File: src/rtl/wb_port_arbiter_pkg.sv
// wb_port_arbiter_pkg
//   Shared definitions for the writeback-port arbiter and the register
//   controller that consumes its commands.
//   - Default sizes: NUM_REQ_DEF, ADDR_W_DEF, DATA_W_DEF
//   - wb_cmd_t: one writeback command (enable, address, data)
//   - ptr_width(): index width for an N-entry round-robin pointer
//   - next_idx(): index + 1 wrapped modulo N
package wb_port_arbiter_pkg;

  localparam int unsigned NUM_REQ_DEF = 4;
  localparam int unsigned ADDR_W_DEF  = 5;
  localparam int unsigned DATA_W_DEF  = 16;

  typedef struct packed {
    logic                  en;
    logic [ADDR_W_DEF-1:0] addr;
    logic [DATA_W_DEF-1:0] data;
  } wb_cmd_t;

  function automatic int unsigned ptr_width(input int unsigned n);
    return (n > 1) ? $clog2(n) : 1;
  endfunction

  function automatic int unsigned next_idx(input int unsigned idx,
                                           input int unsigned n);
    return (idx + 1) % n;
  endfunction

endpackage

File: src/rtl/wb_port_arbiter_rr_pick.sv
// wb_port_arbiter_rr_pick
//   Combinational rotate-and-find-first: scans vec_i starting at start_i,
//   wrapping modulo N, and reports the first set bit.
//   Ports:
//     vec_i    in  N      candidate vector
//     start_i  in  IDX_W  index where the scan begins
//     onehot_o out N      one-hot of the chosen index (0 if none)
//     idx_o    out IDX_W  chosen index (0 if none)
//     found_o  out 1      a set bit was found
module wb_port_arbiter_rr_pick
  import wb_port_arbiter_pkg::*;
#(
  parameter int unsigned N = NUM_REQ_DEF,
  localparam int unsigned IDX_W = ptr_width(N)
) (
  input  logic [N-1:0]     vec_i,
  input  logic [IDX_W-1:0] start_i,
  output logic [N-1:0]     onehot_o,
  output logic [IDX_W-1:0] idx_o,
  output logic             found_o
);

  always_comb begin
    int unsigned j;
    logic        hit;
    j        = 0;
    hit      = 1'b0;
    onehot_o = '0;
    idx_o    = '0;
    for (int unsigned k = 0; k < N; k++) begin
      j = (32'(start_i) + k) % N;
      if (!hit && vec_i[j]) begin
        hit         = 1'b1;
        idx_o       = IDX_W'(j);
        onehot_o[j] = 1'b1;
      end
    end
    found_o = hit;
  end

endmodule

File: src/rtl/wb_port_arbiter.sv
// wb_port_arbiter
//   Round-robin arbiter sharing the register file's two writeback ports
//   among NUM_REQ requesters. Up to two grants per cycle (A first in search
//   order, B next with a different address); grants become registered write
//   commands one cycle later.
//   Ports:
//     clock_i        in  1               clock
//     reset_i        in  1               synchronous active-low reset
//     reqValid_i     in  NUM_REQ         request valid per requester
//     reqAddr_i      in  NUM_REQ*ADDR_W  packed request addresses
//     reqData_i      in  NUM_REQ*DATA_W  packed request data
//     reqReady_o     out NUM_REQ         combinational grant
//     wbA_o/wbAddrA_o/wbValA_o           port A registered command
//     wbB_o/wbAddrB_o/wbValB_o           port B registered command
//     conflictCnt_o  out 8               saturating same-address skip count
module wb_port_arbiter
  import wb_port_arbiter_pkg::*;
#(
  parameter int unsigned NUM_REQ = NUM_REQ_DEF,
  parameter int unsigned ADDR_W  = ADDR_W_DEF,
  parameter int unsigned DATA_W  = DATA_W_DEF
) (
  input  logic                      clock_i,
  input  logic                      reset_i,
  input  logic [NUM_REQ-1:0]        reqValid_i,
  input  logic [NUM_REQ*ADDR_W-1:0] reqAddr_i,
  input  logic [NUM_REQ*DATA_W-1:0] reqData_i,
  output logic [NUM_REQ-1:0]        reqReady_o,
  output logic                      wbA_o,
  output logic [ADDR_W-1:0]         wbAddrA_o,
  output logic [DATA_W-1:0]         wbValA_o,
  output logic                      wbB_o,
  output logic [ADDR_W-1:0]         wbAddrB_o,
  output logic [DATA_W-1:0]         wbValB_o,
  output logic [7:0]                conflictCnt_o
);

  localparam int unsigned PTR_W = ptr_width(NUM_REQ);

  logic [NUM_REQ-1:0] valid_eff;
  logic [NUM_REQ-1:0] hot_a, hot_b, same_addr, collide, mask_b;
  logic [PTR_W-1:0]   idx_a, idx_b, start_b;
  logic               found_a, found_b, conflict;
  logic [ADDR_W-1:0]  addr_a, addr_b;
  logic [DATA_W-1:0]  data_a, data_b;

  logic [PTR_W-1:0]   rr_ptr_q, rr_ptr_d;
  logic               wb_a_q, wb_a_d, wb_b_q, wb_b_d;
  logic [ADDR_W-1:0]  wb_addr_a_q, wb_addr_a_d, wb_addr_b_q, wb_addr_b_d;
  logic [DATA_W-1:0]  wb_val_a_q, wb_val_a_d, wb_val_b_q, wb_val_b_d;
  logic [7:0]         cnt_q, cnt_d;

  // Gating the candidates with reset keeps reqReady_o low during reset.
  assign valid_eff = reqValid_i & {NUM_REQ{reset_i}};

  wb_port_arbiter_rr_pick #(.N(NUM_REQ)) u_pick_a (
    .vec_i    (valid_eff),
    .start_i  (rr_ptr_q),
    .onehot_o (hot_a),
    .idx_o    (idx_a),
    .found_o  (found_a)
  );

  assign addr_a = reqAddr_i[32'(idx_a)*ADDR_W +: ADDR_W];
  assign data_a = reqData_i[32'(idx_a)*DATA_W +: DATA_W];

  always_comb begin
    same_addr = '0;
    for (int unsigned i = 0; i < NUM_REQ; i++) begin
      same_addr[i] = (reqAddr_i[i*ADDR_W +: ADDR_W] == addr_a);
    end
  end

  assign collide = valid_eff & same_addr & ~hot_a;
  assign mask_b  = valid_eff & ~hot_a & ~same_addr;
  // Everything between rrPtr and A is invalid, so starting B's scan just
  // after A is the same as continuing A's search order.
  assign start_b = PTR_W'(next_idx(32'(idx_a), NUM_REQ));

  wb_port_arbiter_rr_pick #(.N(NUM_REQ)) u_pick_b (
    .vec_i    (mask_b),
    .start_i  (start_b),
    .onehot_o (hot_b),
    .idx_o    (idx_b),
    .found_o  (found_b)
  );

  assign addr_b = reqAddr_i[32'(idx_b)*ADDR_W +: ADDR_W];
  assign data_b = reqData_i[32'(idx_b)*DATA_W +: DATA_W];

  assign reqReady_o = hot_a | hot_b;

  // A colliding requester counts only if B's scan actually passed over it:
  // it lies strictly between A and B in search order, or B found nothing.
  always_comb begin
    int unsigned dist_i, dist_b;
    dist_i   = 0;
    conflict = 1'b0;
    dist_b   = (32'(idx_b) + NUM_REQ - 32'(idx_a)) % NUM_REQ;
    for (int unsigned i = 0; i < NUM_REQ; i++) begin
      dist_i = (i + NUM_REQ - 32'(idx_a)) % NUM_REQ;
      if (collide[i] && (!found_b || dist_i < dist_b)) begin
        conflict = 1'b1;
      end
    end
  end

  always_comb begin
    rr_ptr_d    = rr_ptr_q;
    if (found_b) begin
      rr_ptr_d = PTR_W'(next_idx(32'(idx_b), NUM_REQ));
    end else if (found_a) begin
      rr_ptr_d = PTR_W'(next_idx(32'(idx_a), NUM_REQ));
    end
    wb_a_d      = found_a;
    wb_addr_a_d = found_a ? addr_a : '0;
    wb_val_a_d  = found_a ? data_a : '0;
    wb_b_d      = found_b;
    wb_addr_b_d = found_b ? addr_b : '0;
    wb_val_b_d  = found_b ? data_b : '0;
    cnt_d       = cnt_q;
    if (conflict && cnt_q != '1) begin
      cnt_d = cnt_q + 8'd1;
    end
  end

  always_ff @(posedge clock_i) begin
    if (!reset_i) begin
      rr_ptr_q    <= '0;
      wb_a_q      <= 1'b0;
      wb_addr_a_q <= '0;
      wb_val_a_q  <= '0;
      wb_b_q      <= 1'b0;
      wb_addr_b_q <= '0;
      wb_val_b_q  <= '0;
      cnt_q       <= '0;
    end else begin
      rr_ptr_q    <= rr_ptr_d;
      wb_a_q      <= wb_a_d;
      wb_addr_a_q <= wb_addr_a_d;
      wb_val_a_q  <= wb_val_a_d;
      wb_b_q      <= wb_b_d;
      wb_addr_b_q <= wb_addr_b_d;
      wb_val_b_q  <= wb_val_b_d;
      cnt_q       <= cnt_d;
    end
  end

  assign wbA_o         = wb_a_q;
  assign wbAddrA_o     = wb_addr_a_q;
  assign wbValA_o      = wb_val_a_q;
  assign wbB_o         = wb_b_q;
  assign wbAddrB_o     = wb_addr_b_q;
  assign wbValB_o      = wb_val_b_q;
  assign conflictCnt_o = cnt_q;

endmodule

File: config.mk
export PLATFORM = sky130hd
export DESIGN_NAME = wb_port_arbiter
export DESIGN_NICKNAME = d
export VERILOG_FILES = /design/src/rtl/wb_port_arbiter_pkg.sv /design/src/rtl/wb_port_arbiter_rr_pick.sv /design/src/rtl/wb_port_arbiter.sv
export SDC_FILE = /design/constraint.sdc
export NUM_CORES = 1
export LEC_CHECK = 0
export CORE_ASPECT_RATIO = 0.5
export CORE_MARGIN = 2
export CORE_UTILIZATION = 49
export DETAILED_ROUTE_END_ITERATION = 7
export GPL_ROUTABILITY_DRIVEN = 0
export PLACE_DENSITY = 0.86
export SETUP_SLACK_MARGIN = 0.15
export SLEW_MARGIN = 0
export SYNTH_ARGS = -nofsm -noshare
export SYNTH_HDL_FRONTEND = slang
export SYNTH_SLANG_ARGS = --single-unit
File: constraint.sdc
create_clock -name clock_i -period 5.88 [get_ports clock_i]
set_input_delay 1.176 -clock clock_i [delete_from_list [all_inputs] [get_ports clock_i]]
set_output_delay 1.176 -clock clock_i [all_outputs]
set_load 0.05 [all_outputs]
==> metrics list, run 1 <==
* Post-Place Cell Area: 6950 µm²
- The worst setup path is of the in2out kind.
* Post-CTS Hold Fix Bufs: 0
- Clock transition at the registers of the reported paths: 70 ps
- Root Driver: clkbuf_16
- Across the run, the number of max-cap violations was 0.
- In the layout the commonest cells are clkdlybuf4s50_1 (137), buf_4 (75), dfxtp_1 (53).
- In the final layout, flip-flops and latches occupy 1080 µm².
* Netlist Area Pre-Place: 4870 µm²
- Compared with the post-synthesis result, the final layout area differs by 49.0%.
* Number of standard cells after synthesis: 560
- STA classifies the critical path startpoint as an input port.
* Reg2reg setup slack: 870 ps
- Router iterations before antenna repair: 7
- The worst setup path is captured at an output port.
- Seq pwr share: 0.156
- Share of synthesized area occupied by flip-flops and latches: 0.222
- Number of enable-type register cells in the synthesized netlist: 0
* Sw frac: 0.488
- The max-slew violation count came to 0.
- Most common cell after layout, fill and taps aside: clkdlybuf4s50_1
- RSZ-0062 raised after global routing: no
- In the routed layout, each cell is associated on average with a via count of 6.20.
* Chip width: 145 µm
- Hold endpoint: conflictCnt_o[4]$_SDFFE_PN0P_
- Count of final hold-check violations: 0
* Peak supply drop: 0.000269 V
* DIE AREA: 10800 µm²
- At the later pin of the worst-skew pair, clock insertion delay measures 290 ps.
- By area, the combinational part of the netlist is dominated by multiplexers.
- Worst setup skew after layout: 4.59 ps
- Number of buffers added on ports: 145
* Synth Area in XOR/XNOR: 0.0503
- Synthesis instantiated 83 different standard cells from the library.
- Internal power: 1.74 mW
- DRC Markers: 0
- Of all nets on the critical path, the largest fanout is 9.
- The final layout contains routed wiring with a total length of 17000 µm.
- The startpoint identified for the worst hold timing path is conflictCnt_o[4]$_SDFFE_PN0P_.
- The wire-length estimate of the detail-placed layout is 12500 µm.
* Global-route wire length before repair: 25800 µm
- Worst setup path start: reqValid_i[3]
- Core Box Area: 9540 µm²
- The repair_antennas step left the layout with diodes totalling 0.
- In this run the static leakage power is 2.91 nW.
- The routed layout has 5483 vias.
- Cell depth of the worst flop-to-flop path: 18
* Slew Limit Headroom: 0.275
- Total Power: 3.40 mW
- Of the total synthesized cell area, the portion taken by AND, OR, NAND and NOR gates is 0.198.
* Synth warnings: 0
- After synthesis, the share of cell area in mux cells is 0.222.
- Remaining Overflow, GRT: 0
* Crit Reg-Reg Endpoint: conflictCnt_o[6]$_SDFFE_PN0P_
- STA puts the critical path data arrival time at 4450 ps.
- Vias in the first global route: 5231
* Final Net Count: 853
- Ys flop type: dfxtp_1
- Per-instance average area after synthesis: 8.70 µm²
- For this design, the sink count on the clock tree is 54.
- In this run, the number of DRC markers left after iteration 0 of detailed routing was 596.
- Counting instances, the worst hold path has a depth of 1.
- Entering global routing, the biggest net connects 46 pins.
- Counting flops with an async set or reset pin after synthesis yields a share of 0.
* Height of the chip: 74.5 µm
* Logic gate share of total power: 0.759
- Share of post-route cells with drive strength above 1: 0.235
- The flow ran to the end, and the final reports show no timing, DRC or antenna violations.
* Complex-gate fraction of the synthesized area: 0.215
* Antenna-violating nets left: 0
- Number of register bits inferred by synthesis: 54
- Number of fillers in the final layout: 641
- The number of antenna violations at the first check in global routing came to 0.
- Fin area: 7260 µm²
- The clock passes through at most 2 buffers.
- The startpoint identified for the worst register-to-register timing path is rr_ptr_q[1]$_SDFFE_PN0P_.
- Final period util: 0.957
* Count of pins on the block boundary: 146
- Maximum clock frequency: 0.178 GHz
- Row generation in the floorplan step produced 25 rows.
- In this run the worst hold path is classified as reg2reg.
* Part of the power in the clock network: 0.085
- At the worst endpoint, the required time is 4700 ps.
- For this design the total switching power over the nets is 1.66 mW.
* Setup violators final: 0
- Effective utilization at floorplan: 0.511
* All-Layer GR Usage: 0.297
- At the pin with the least slew margin, the transition time is 1090 ps.
* Cell Pwr Density: 467 nW/µm²
- TritonCTS built the clock tree.
- Synthesized netlist net count: 663
- The worst path needs 5630 ps of the cycle, external delays included.
- Total number of H-tree levels: 2
- Num CTS Buffers: 5
- Summing all multi-input logic gate instances after layout gives 3670 µm².
- In the final routed layout, each cell accounts on average for 19.2 µm.
- Of the total synthesized cell area, the portion taken by full adders, half adders and majority gates is 0.0334.
==> flip-flops by register name (all words and copies together), names as in the netlist <==
register,count
wbA_o,1
wbValB_o,16
wbAddrA_o,5
conflictCnt_o,8
wbB_o,1
rr_ptr_q,2
wbAddrB_o,5
wbValA_o,16
==> worst max-delay path: stages <==
cell      delay [ps]
buf_2            150
nor2b_1          140
mux4_2           500
buf_4            180
a21o_1           240
and4_1           210
a311oi_2         310
buf_4            180
a31o_2           190
buf_4            150
nand3_1          100
a21boi_1         190
nand2_1          140
o21bai_4         180
nand2_1           80
nand4_1          160
buf_12           160
==> worst max path at each step <==
stage | endpoint | slack (ps) | cells after the start
6_report | reqReady_o[1] | 250 | 17
5_1_grt | reqReady_o[2] | 130 | 14
4_1_cts | reqReady_o[3] | 160 | 17
3_5_place_dp | reqReady_o[3] | -270 | 15
3_3_place_gp | reqReady_o[2] | -180 | 15
2_1_floorplan | reqReady_o[0] | 180 | 13
==> layer usage <==
layer / wire length [µm] / global-route usage
met1: 6840 / 0.362
met2: 8110 / 0.536
met3: 1550 / 0.0730
met4: 444 / 0.0915
met5: 0 / 0
==> synthesized netlist by cell type (6+ instances only) <==
cell type	number	share of area
nand2b_1	7	0.0090
dfxtp_1	54	0.22
nor4_1	6	0.0077
mux4_2	22	0.10
a211oi_1	25	0.039
buf_2	14	0.014
nand2_1	37	0.028
nor2b_1	6	0.0077
clkbuf_1	18	0.014
xnor2_1	6	0.011
and2_1	19	0.024
ha_1	13	0.033
nor2_1	46	0.035
o21ai_0	13	0.013
and3_1	15	0.019
inv_1	18	0.014
nand3_1	18	0.018
xor2_1	22	0.040
nor3_1	6	0.0062
mux2_2	12	0.028
a21oi_1	18	0.018
buf_1	6	0.0046
mux2i_1	34	0.070
nand4_1	6	0.0077
mux2_1	10	0.023
==> power groups by stage <==
| stage | clock network, mW | registers [mW] | logic [mW] |
|---|---|---|---|
| after CTS | 0.292 | 0.529 | 2.49 |
| after floorplan | 0 | 0.887 | 1.25 |
| after global placement | 0 | 0.530 | 2.39 |
| after detailed placement | 0 | 0.537 | 2.44 |
| final | 0.289 | 0.530 | 2.58 |
| after global routing | 0.308 | 0.543 | 2.71 |
==> cell type report <==
class                      count  share of cell area
clock buffer                   5              0.0172
clock inverter                 2             0.00189
inverter                      23              0.0119
multi-input combinational    440               0.505
sequential                    54               0.149
tap                          135              0.0233
timing repair buffer         226               0.292
==> timing repair <==
item,4_1_cts,5_1_grt
buffers inserted,4,0
pin swaps,8,10
resized for setup,21,26
setup endpoints to repair,4,4
==> through the flow <==
step	hold slack (ps)	setup slack (ps)	std cells	util	TNS, ps
after floorplan	688	184	560	-	0
after global placement	459	-179	874	0.728	-802
after detailed placement	473	-268	874	0.728	-1510
after CTS	486	161	885	0.753	0
after global routing	519	134	885	0.761	0
final	490	254	885	0.761	0
==> cell families (layout without fill, tap and decap cells) <==
family / Yosys count / after routing
compound gates: 134 / 134
xor+xnor: 28 / 28
fa+ha+maj: 13 / 13
buf+inv: 66 / 256
flops: 54 / 54
mux: 78 / 78
simple gates: 187 / 187
No activity file was read; power rests on OpenSTA's default activity.
==> run 2, diff against run 1 <==
--- a/config.mk
+++ b/config.mk
@@ -8,8 +8,10 @@
 export CORE_ASPECT_RATIO = 0.5
 export CORE_MARGIN = 2
 export CORE_UTILIZATION = 49
+export CTS_BUF_LIST = sky130_fd_sc_hd__clkbuf_16
 export DETAILED_ROUTE_END_ITERATION = 7
 export GPL_ROUTABILITY_DRIVEN = 0
+export GPL_TIMING_DRIVEN = 0
 export PLACE_DENSITY = 0.86
 export SETUP_SLACK_MARGIN = 0.15
 export SLEW_MARGIN = 0
==> run 2 against run 1 <==
Power shrank 1.5%. The flow now finishes with violations (design-rule violations). Via count shrank 0.11%. Fmax shrank 1.5%. Largest power group unchanged. Largest cell class unchanged. Clock skew grew 8.7 ps. Sequential share of layout area grew 0.45 points. Core utilization shrank 2.0 points. Clock-buffer cell count is the same. Register-to-register slack lost 330 ps. Global-route usage grew 0.072 points.
==> metrics list, run 2 (synthesis gave the netlist of run 1 again) <==
* Status: finished with violations
- The final reports fail on design-rule violations.
- Worst-path maximum fanout: 10 (+1)
- The count of vias placed by the detailed router was 5477 (-0.11%).
- Count of pins on the block boundary: 146 (unchanged)
- The number of design rule violations left after detail routing was 9 (+9).
- Leakage power summed over all cells: 2.73 nW (-6.1%)
* Number of sinks driven by the clock tree: 54 (unchanged)
* Cell Pwr Density: 473 nW/µm² (+1.2%)
* Critical Path RT: 4700 ps (about the same)
* Hold endpoint: conflictCnt_o[4]$_SDFFE_PN0P_
* Hold path cells: 1 (unchanged)
- Detail-routed via count per cell: 6.38 (+2.9%)
- The maximum level of the CTS H-tree came to 2 (unchanged).
- The share of cells above drive strength 1 is 0.214 (-0.0206).
- Post-detailed-routing wire length: 17300 µm (+2.2%)
- Antenna violations before repair: 0 (unchanged)
- Clock transition at the registers of the reported paths: 70 ps (about the same)
- Final slew viol count: 0 (unchanged)
- The wire length of the first global-routing pass came to 26000 µm (+0.56%).
- Class of the tightest hold or removal check: reg2reg
* Maximum number of buffers from clock root to sink: 2 (unchanged)
* Utilization after layout: 0.742 (-0.0199)
- Antenna-violating nets left: 0 (unchanged)
* Router iterations before antenna repair: 8 (+1)
- Switching component of the power: 1.71 mW (+3.2%)
- The overall die area was 10800 µm² (unchanged).
- The largest clock skew in the final design was 13.3 ps (+8.71 ps).
- The total of max-cap violations is 0 (unchanged).
- The cell internal power dissipation was 1.63 mW (-5.9%).
- The switching power share of the total came to 0.511 (+0.0231).
- The relative slew slack is 0.457 (+0.181).
* Source of the worst register-to-register timing path: rr_ptr_q[0]$_SDFFE_PN0P_
- Seq pwr share: 0.159 (+0.003)
- Count of final hold-check violations: 0 (unchanged)
- CTS tree: yes
* Transition time at the pin with the least slew margin: 815 ps (-272 ps)
- Chip width: 145 µm (unchanged)
- The detailed placer's ending HPWL is 12100 µm (-2.8%).
- The combinational group share of total power was 0.751 (-0.008).
* Average wire per cell in the routed design: 20.2 µm (+5.3%)
- The worst-case setup slack after placement is -1450 ps (-1180 ps).
- All-Layer GR Usage: 0.298 (+0.000722)
- Setup violators final: 0 (unchanged)
- In this run the most critical hold path is launched from conflictCnt_o[4]$_SDFFE_PN0P_.
* Worst setup margin: 166 ps (-87.6 ps)
- The via count of the first global-routing pass is 5247 (+0.31%).
* Clock period minus final worst setup slack: 5710 ps (+87.6 ps)
* Final period util: 0.972 (+0.0149)
* Effective utilization at floorplan: 0.511 (unchanged)
* CP Launch Type: input port
* Cell depth of the worst flop-to-flop path: 22 (+4)
- The number of diodes added for antenna fixing was 0 (unchanged).
- The proportion of power drawn by the clock network came to 0.089 (+0.004).
- Crit Reg-Reg Endpoint: conflictCnt_o[6]$_SDFFE_PN0P_
- The latest clock arrival within the worst-skew pair came to 290 ps (about the same).
- The minimum setup slack among reg-to-reg paths is 540 ps (-330 ps).
* Critical setup path kind: in2out
* Maximum number of pins on one net before global-route repair: 18 (-61%)
- Maximum clock frequency: 0.175 GHz (-1.5%)
- The number of DRC violations after detailed-routing iteration 0 is 868 (+46%).
- The clock buffer count from CTS is 5 (unchanged).
- RSZ-0062 raised after global routing: yes
- Leaving out fill and tap cells, the most frequent cells in the layout are clkdlybuf4s50_1 (129), dfxtp_1 (52), nor2_1 (44).
* Post-CTS Hold Fix Bufs: 0 (unchanged)
* Root Driver: clkbuf_16
- Number of fillers in the final layout: 665 (+3.7%)
- Most common cell after layout, fill and taps aside: clkdlybuf4s50_1
- Peak supply drop: 0.000279 V (+3.7%)
* Remaining Overflow, GRT: 0 (unchanged)
- The number of input and output port buffers inserted is 137 (-5.5%).
- Critical Path AT: 4540 ps (+90 ps)
- Height of the chip: 74.5 µm (unchanged)
* Final Net Count: 826 (-3.2%)
- Post-synthesis to final-layout area growth: 45.1%
- STA classifies the critical path endpoint as an output port.
* Number of core rows: 25 (unchanged)
* Core Box Area: 9540 µm² (unchanged)
run 2: how the worst max path moves through the flow:
stage	from	end	slack (ps)	cells after the start
2_1_floorplan	reqValid_i[3]	reqReady_o[0]	180	13
3_3_place_gp	reqValid_i[3]	reqReady_o[3]	-1390	18
3_5_place_dp	reqValid_i[3]	reqReady_o[0]	-1450	18
4_1_cts	reqValid_i[1]	reqReady_o[0]	180	14
5_1_grt	reqValid_i[0]	reqReady_o[1]	40	14
6_report	reqValid_i[3]	reqReady_o[0]	170	18
run 2: repair_timing:
item                       in CTS  in global routing
resized for setup              86                 50
pin swaps                      11                 16
buffers inserted               12                  8
setup endpoints to repair      34                  7
run 2: power by group through the flow:
stage | clock network [mW] | logic [mW] | registers (mW)
2_1_floorplan | 0 | 1.25 | 0.887
3_3_place_gp | 0 | 2.19 | 0.534
3_5_place_dp | 0 | 2.23 | 0.538
4_1_cts | 0.301 | 2.37 | 0.531
5_1_grt | 0.315 | 2.64 | 0.544
6_report | 0.298 | 2.51 | 0.533
run 2: metrics by stage:
stage / setup TNS, ps / cells / cell area (µm²) / total power, mW / hold slack, ps
3_5_place_dp: -18460 / 832 / 6420 / 2.76 / 477
6_report: 0 / 859 / 7070 / 3.34 / 498
2_1_floorplan: 0 / 560 / 4880 / 2.13 / 688
4_1_cts: 0 / 852 / 6880 / 3.20 / 498
5_1_grt: 0 / 859 / 7070 / 3.50 / 533
3_3_place_gp: -16180 / 832 / 6420 / 2.72 / 464
run 2: worst max-delay path, stage by stage:
cell and delay, ps:
buf_6 110, nor2b_1 120, mux4_2 520, a21oi_4 220, nor2_4 70, inv_4 80
buf_4 110, clkbuf_4 230, buf_8 200, ha_2 290, o21ai_0 150, nor4_1 210
a31oi_1 100, nor4_2 360, o21bai_4 220, nand2_1 80, nand4_1 120, buf_6 170
run 2: final cells by class:
type	count	area [µm²]	share of cell area
inverters	23	96.3	0.0136
repair buffers	157	1530	0.216
multi-input cells	440	3780	0.534
plain buffers	42	270	0.0382
clock inverters	3	20.0	0.00283
flip-flops and latches	54	1090	0.154
clock buffers	5	125	0.0177
well taps	135	169	0.0239
run 2: metal layers:
layer,global-route usage,part of all wire,vias up
met3,0.0626,0.10,91
met1,0.366,0.38,2575
li1,-,-,2436
met4,0.103,0.032,0
met2,0.537,0.48,375
met5,0,0,-
==> run 3, diff against run 2 <==
--- a/config.mk
+++ b/config.mk
@@ -5,14 +5,14 @@
 export SDC_FILE = /design/constraint.sdc
 export NUM_CORES = 1
 export LEC_CHECK = 0
+export ABC_AREA = 1
 export CORE_ASPECT_RATIO = 0.5
 export CORE_MARGIN = 2
-export CORE_UTILIZATION = 49
+export CORE_UTILIZATION = 48
 export CTS_BUF_LIST = sky130_fd_sc_hd__clkbuf_16
 export DETAILED_ROUTE_END_ITERATION = 7
 export GPL_ROUTABILITY_DRIVEN = 0
-export GPL_TIMING_DRIVEN = 0
-export PLACE_DENSITY = 0.86
+export PLACE_DENSITY = 0.85
 export SETUP_SLACK_MARGIN = 0.15
 export SLEW_MARGIN = 0
 export SYNTH_ARGS = -nofsm -noshare
==> constraint.sdc (replaced) <==
create_clock -name clock_i -period 6 [get_ports clock_i]
set_input_delay 1.2 -clock clock_i [delete_from_list [all_inputs] [get_ports clock_i]]
set_output_delay 1.2 -clock clock_i [all_outputs]
set_load 0.05 [all_outputs]
==> run 3 against run 2 <==
The run now ends clean. Synthesized cell count rose by 29%. Core utilization down 5.2 points. Final cell count up 14%. Non-clock buffer count shrank 35. Worst setup slack better by 250 ps. Critical endpoint is now reqReady_o[2].
==> metrics list, run 3 <==
- Commonest cells after routing, fill and taps aside: nand2_1 (185), clkdlybuf4s50_1 (136), a21oi_1 (76)
- Number of maximum-capacitance constraint violations: 0 (unchanged)
- DIE AREA: 10400 µm² (-3.8%)
- Cell repeated most along the worst path: nand2_1
- Clk Latency, worst-skew pair: 300 ps (about the same)
- After synthesis, the most frequently instantiated cells are nand2_1 (187), a21oi_1 (76), inv_1 (76).
- Final Net Count: 963 (+17%)
- The worst path needs 5580 ps of the cycle, external delays included.
- The count of vias placed by the detailed router is 5452 (-0.46%).
* Worst Hold Slack: 510 ps (+12.5 ps)
* Utilization after layout: 0.690 (-0.0516)
- The number of sinks on the clock net is 54 (unchanged).
- The post-synthesis share of cell area spent on and, or, nand and nor gates came to 0.381 (+0.183).
- Number of enable-type register cells in the synthesized netlist: 0 (unchanged)
- Number of standard cells after synthesis: 725 (+29%)
- The adder-cell area share of the yosys netlist came to 0.0355 (+0.00208).
- CP Launch Type: input port
* Number of distinct standard cells referenced by the synthesized netlist: 35 (-58%)
- In the post-synthesis netlist, the biggest area contributors are dfxtp_1 (24%), nand2_1 (15%), o211ai_1 (8.7%).
* Chip width: 142 µm (-1.9%)
- The average vias per placed instance came to 5.56 (-13%).
* Synth warnings: 0 (unchanged)
* Remaining Overflow, GRT: 0 (unchanged)
* Vias in the first global route: 4828 (-8.0%)
- The final count of negative-setup-slack endpoints came to 0 (unchanged).
- Number of register bits inferred by synthesis: 54 (unchanged)
* Critical Path Sink Type: output port
- Per-instance average area after synthesis: 6.33 µm² (-27%)
* Share of synthesized area occupied by flip-flops and latches: 0.236 (+0.0138)
- Starting DRT DRC Count: 490 (-44%)
- Delay of the slowest cell on the worst path: 170 ps (-350 ps)
- The maximum buffer depth of the clock tree came to 2 (unchanged).
- Count of final hold-check violations: 0 (unchanged)
- Transition time at the pin with the least slew margin: 563 ps (-252 ps)
* Number of fillers in the final layout: 755 (+14%)
* Worst-path maximum fanout: 9 (-1)
* Multiplexer share of the synthesized area: 0 (-0.222)
- TritonCTS built the clock tree.
- The min-delay analysis places its worst path in the category reg2reg.
* Antenna violations before repair: 0 (unchanged)
* Post-CTS Hold Fix Bufs: 0 (unchanged)
- Leaving out fill and tap cells, the most frequent cell in the layout is nand2_1.
* Half-perimeter wire length of the detailed placement result: 10500 µm (-14%)
- The endpoint arrival time on the critical path came to 4380 ps (-160 ps).
- Status: complete, no violations
- Num CTS Buffers: 5 (unchanged)
* Ys flop type: dfxtp_1
- Number of core rows: 25 (unchanged)
- The worst-case setup slack after placement came to -244 ps (+1200 ps).
- Critical setup path kind: in2out
- The max-slew violation count came to 0 (unchanged).
* Height of the chip: 73.1 µm (-1.9%)
- The number of design rule violations left after detail routing is 0 (-9).
- In the finished design, the share of the clock period the worst path needs comes to 0.931.
- Complex-gate fraction of the synthesized area: 0.225 (+0.0102)
- In this run the clock root is driven by a clkbuf_16.
* Yosys top cell area share: 0.236 (+0.0138)
* Share of synthesized registers carrying an async set or reset: 0 (unchanged)
- Antenna-violating nets left: 0 (unchanged)
- The number of diodes added for antenna fixing was 0 (unchanged).
- Count leader, synth: nand2_1
- The least setup slack across all paths after layout is 417 ps (+250 ps).
- Slowest stage cell, crit path: buf_6
* Total number of H-tree levels: 2 (unchanged)
- The synthesized design spends more area on one cell type than any other, namely dfxtp_1.
- The number of iterations in the first detailed-routing pass came to 6 (-2).
- Post-detailed-routing wire length: 14600 µm (-16%)
- The largest clock skew in the final design came to 4.14 ps (-9.17 ps).
- Relative to the synthesized area, the layout overhead comes to 40.6%.
- Global-route wire length before repair: 22600 µm (-13%)
- The maximum number of pins on one net before global-route repair was 75 (+57).
- Slew Limit Headroom: 0.624 (+0.167)
- Count of pins on the block boundary: 146 (unchanged)
* Core Box Area: 9350 µm² (-2.0%)
- Clock transition at the registers of the reported paths: 70 ps (about the same)
* Share of post-route cells with drive strength above 1: 0.120 (-0.0943)
- Setup repair after global routing left no endpoint under its margin.
* Synthesized netlist net count: 828 (+25%)
- After synthesis, the largest family of logic cells by area is simple AND/OR/NAND/NOR gates.
- All-Layer GR Usage: 0.270 (-0.0280)
* Critical Path RT: 4800 ps (+100 ps)
- The final setup TNS is 0 ps (unchanged).
- Netlist Area Pre-Place: 4590 µm² (-5.9%)
- Number of buffers added on ports: 145 (+5.8%)
* Synth Area in XOR/XNOR: 0.0115 (-0.0389)
- Effective utilization at floorplan: 0.491 (-0.0204)
- Average wire per cell in the routed design: 14.9 µm (-26%)
* Maximum clock frequency: 0.179 GHz
-- run 3: what timing repair did --
item | in CTS | in global routing
gates resized for setup | 7 | 19
buffers inserted | 3 | 1
endpoints found under the setup margin | 4 | 4
pin swaps | 2 | 3
-- run 3: routing by layer --
metal  vias to the layer above  share of wire  wire (µm)  track usage
met1                      2448           0.42       6150        0.334
met5                         -              0          0            0
met2                       259           0.47       6830        0.468
met3                        47          0.081       1180       0.0604
li1                       2698              -          -            -
met4                         0          0.031        452       0.0978
-- run 3: path summary, 6_finish.rpt --
path,start,end,slack (ps),cells after the start
worst max-delay path,reset_i,reqReady_o[2],420,28
worst min-delay path,conflictCnt_o[4]$_SDFFE_PN0P_,conflictCnt_o[4]$_SDFFE_PN0P_,510,2
worst max register to register,rr_ptr_q[1]$_SDFFE_PN0P_,conflictCnt_o[5]$_SDFFE_PN0P_,1090,34
worst min register to register,conflictCnt_o[4]$_SDFFE_PN0P_,conflictCnt_o[4]$_SDFFE_PN0P_,510,2
-- run 3: area by class of cell --
cell class                 count  area, µm²  share of cell area
multi-input combinational    550       3090               0.480
timing repair buffer         164       1670               0.258
sequential                    54       1080               0.168
inverter                      85        319              0.0494
tap                          121        151              0.0235
clock buffer                   5        125              0.0194
clock inverter                 2       13.8             0.00213
-- run 3: metrics by stage --
step / cells / cell area, µm²
2_1_floorplan: 725 / 4590
3_3_place_gp: 970 / 6170
3_5_place_dp: 970 / 6170
4_1_cts: 980 / 6370
5_1_grt: 981 / 6450
6_report: 981 / 6450
-- run 3: kinds of logic after synthesis --
kind of cell	after synthesis
AOI/OAI and AO/OA	174
DFF	54
adders and majority gates	13
and+or+nand+nor	357
xor gates and xnor gates	6
buffers and inverters	121
-- run 3: critical path: cells and delay by family --
kind / cells / cell delay (ps)
simple gates: 20 / 2230
buf+inv: 8 / 960
Power of run 3 is not shown: default switching activity piles up to over one toggle a cycle in this logic, so the estimate is an artifact.
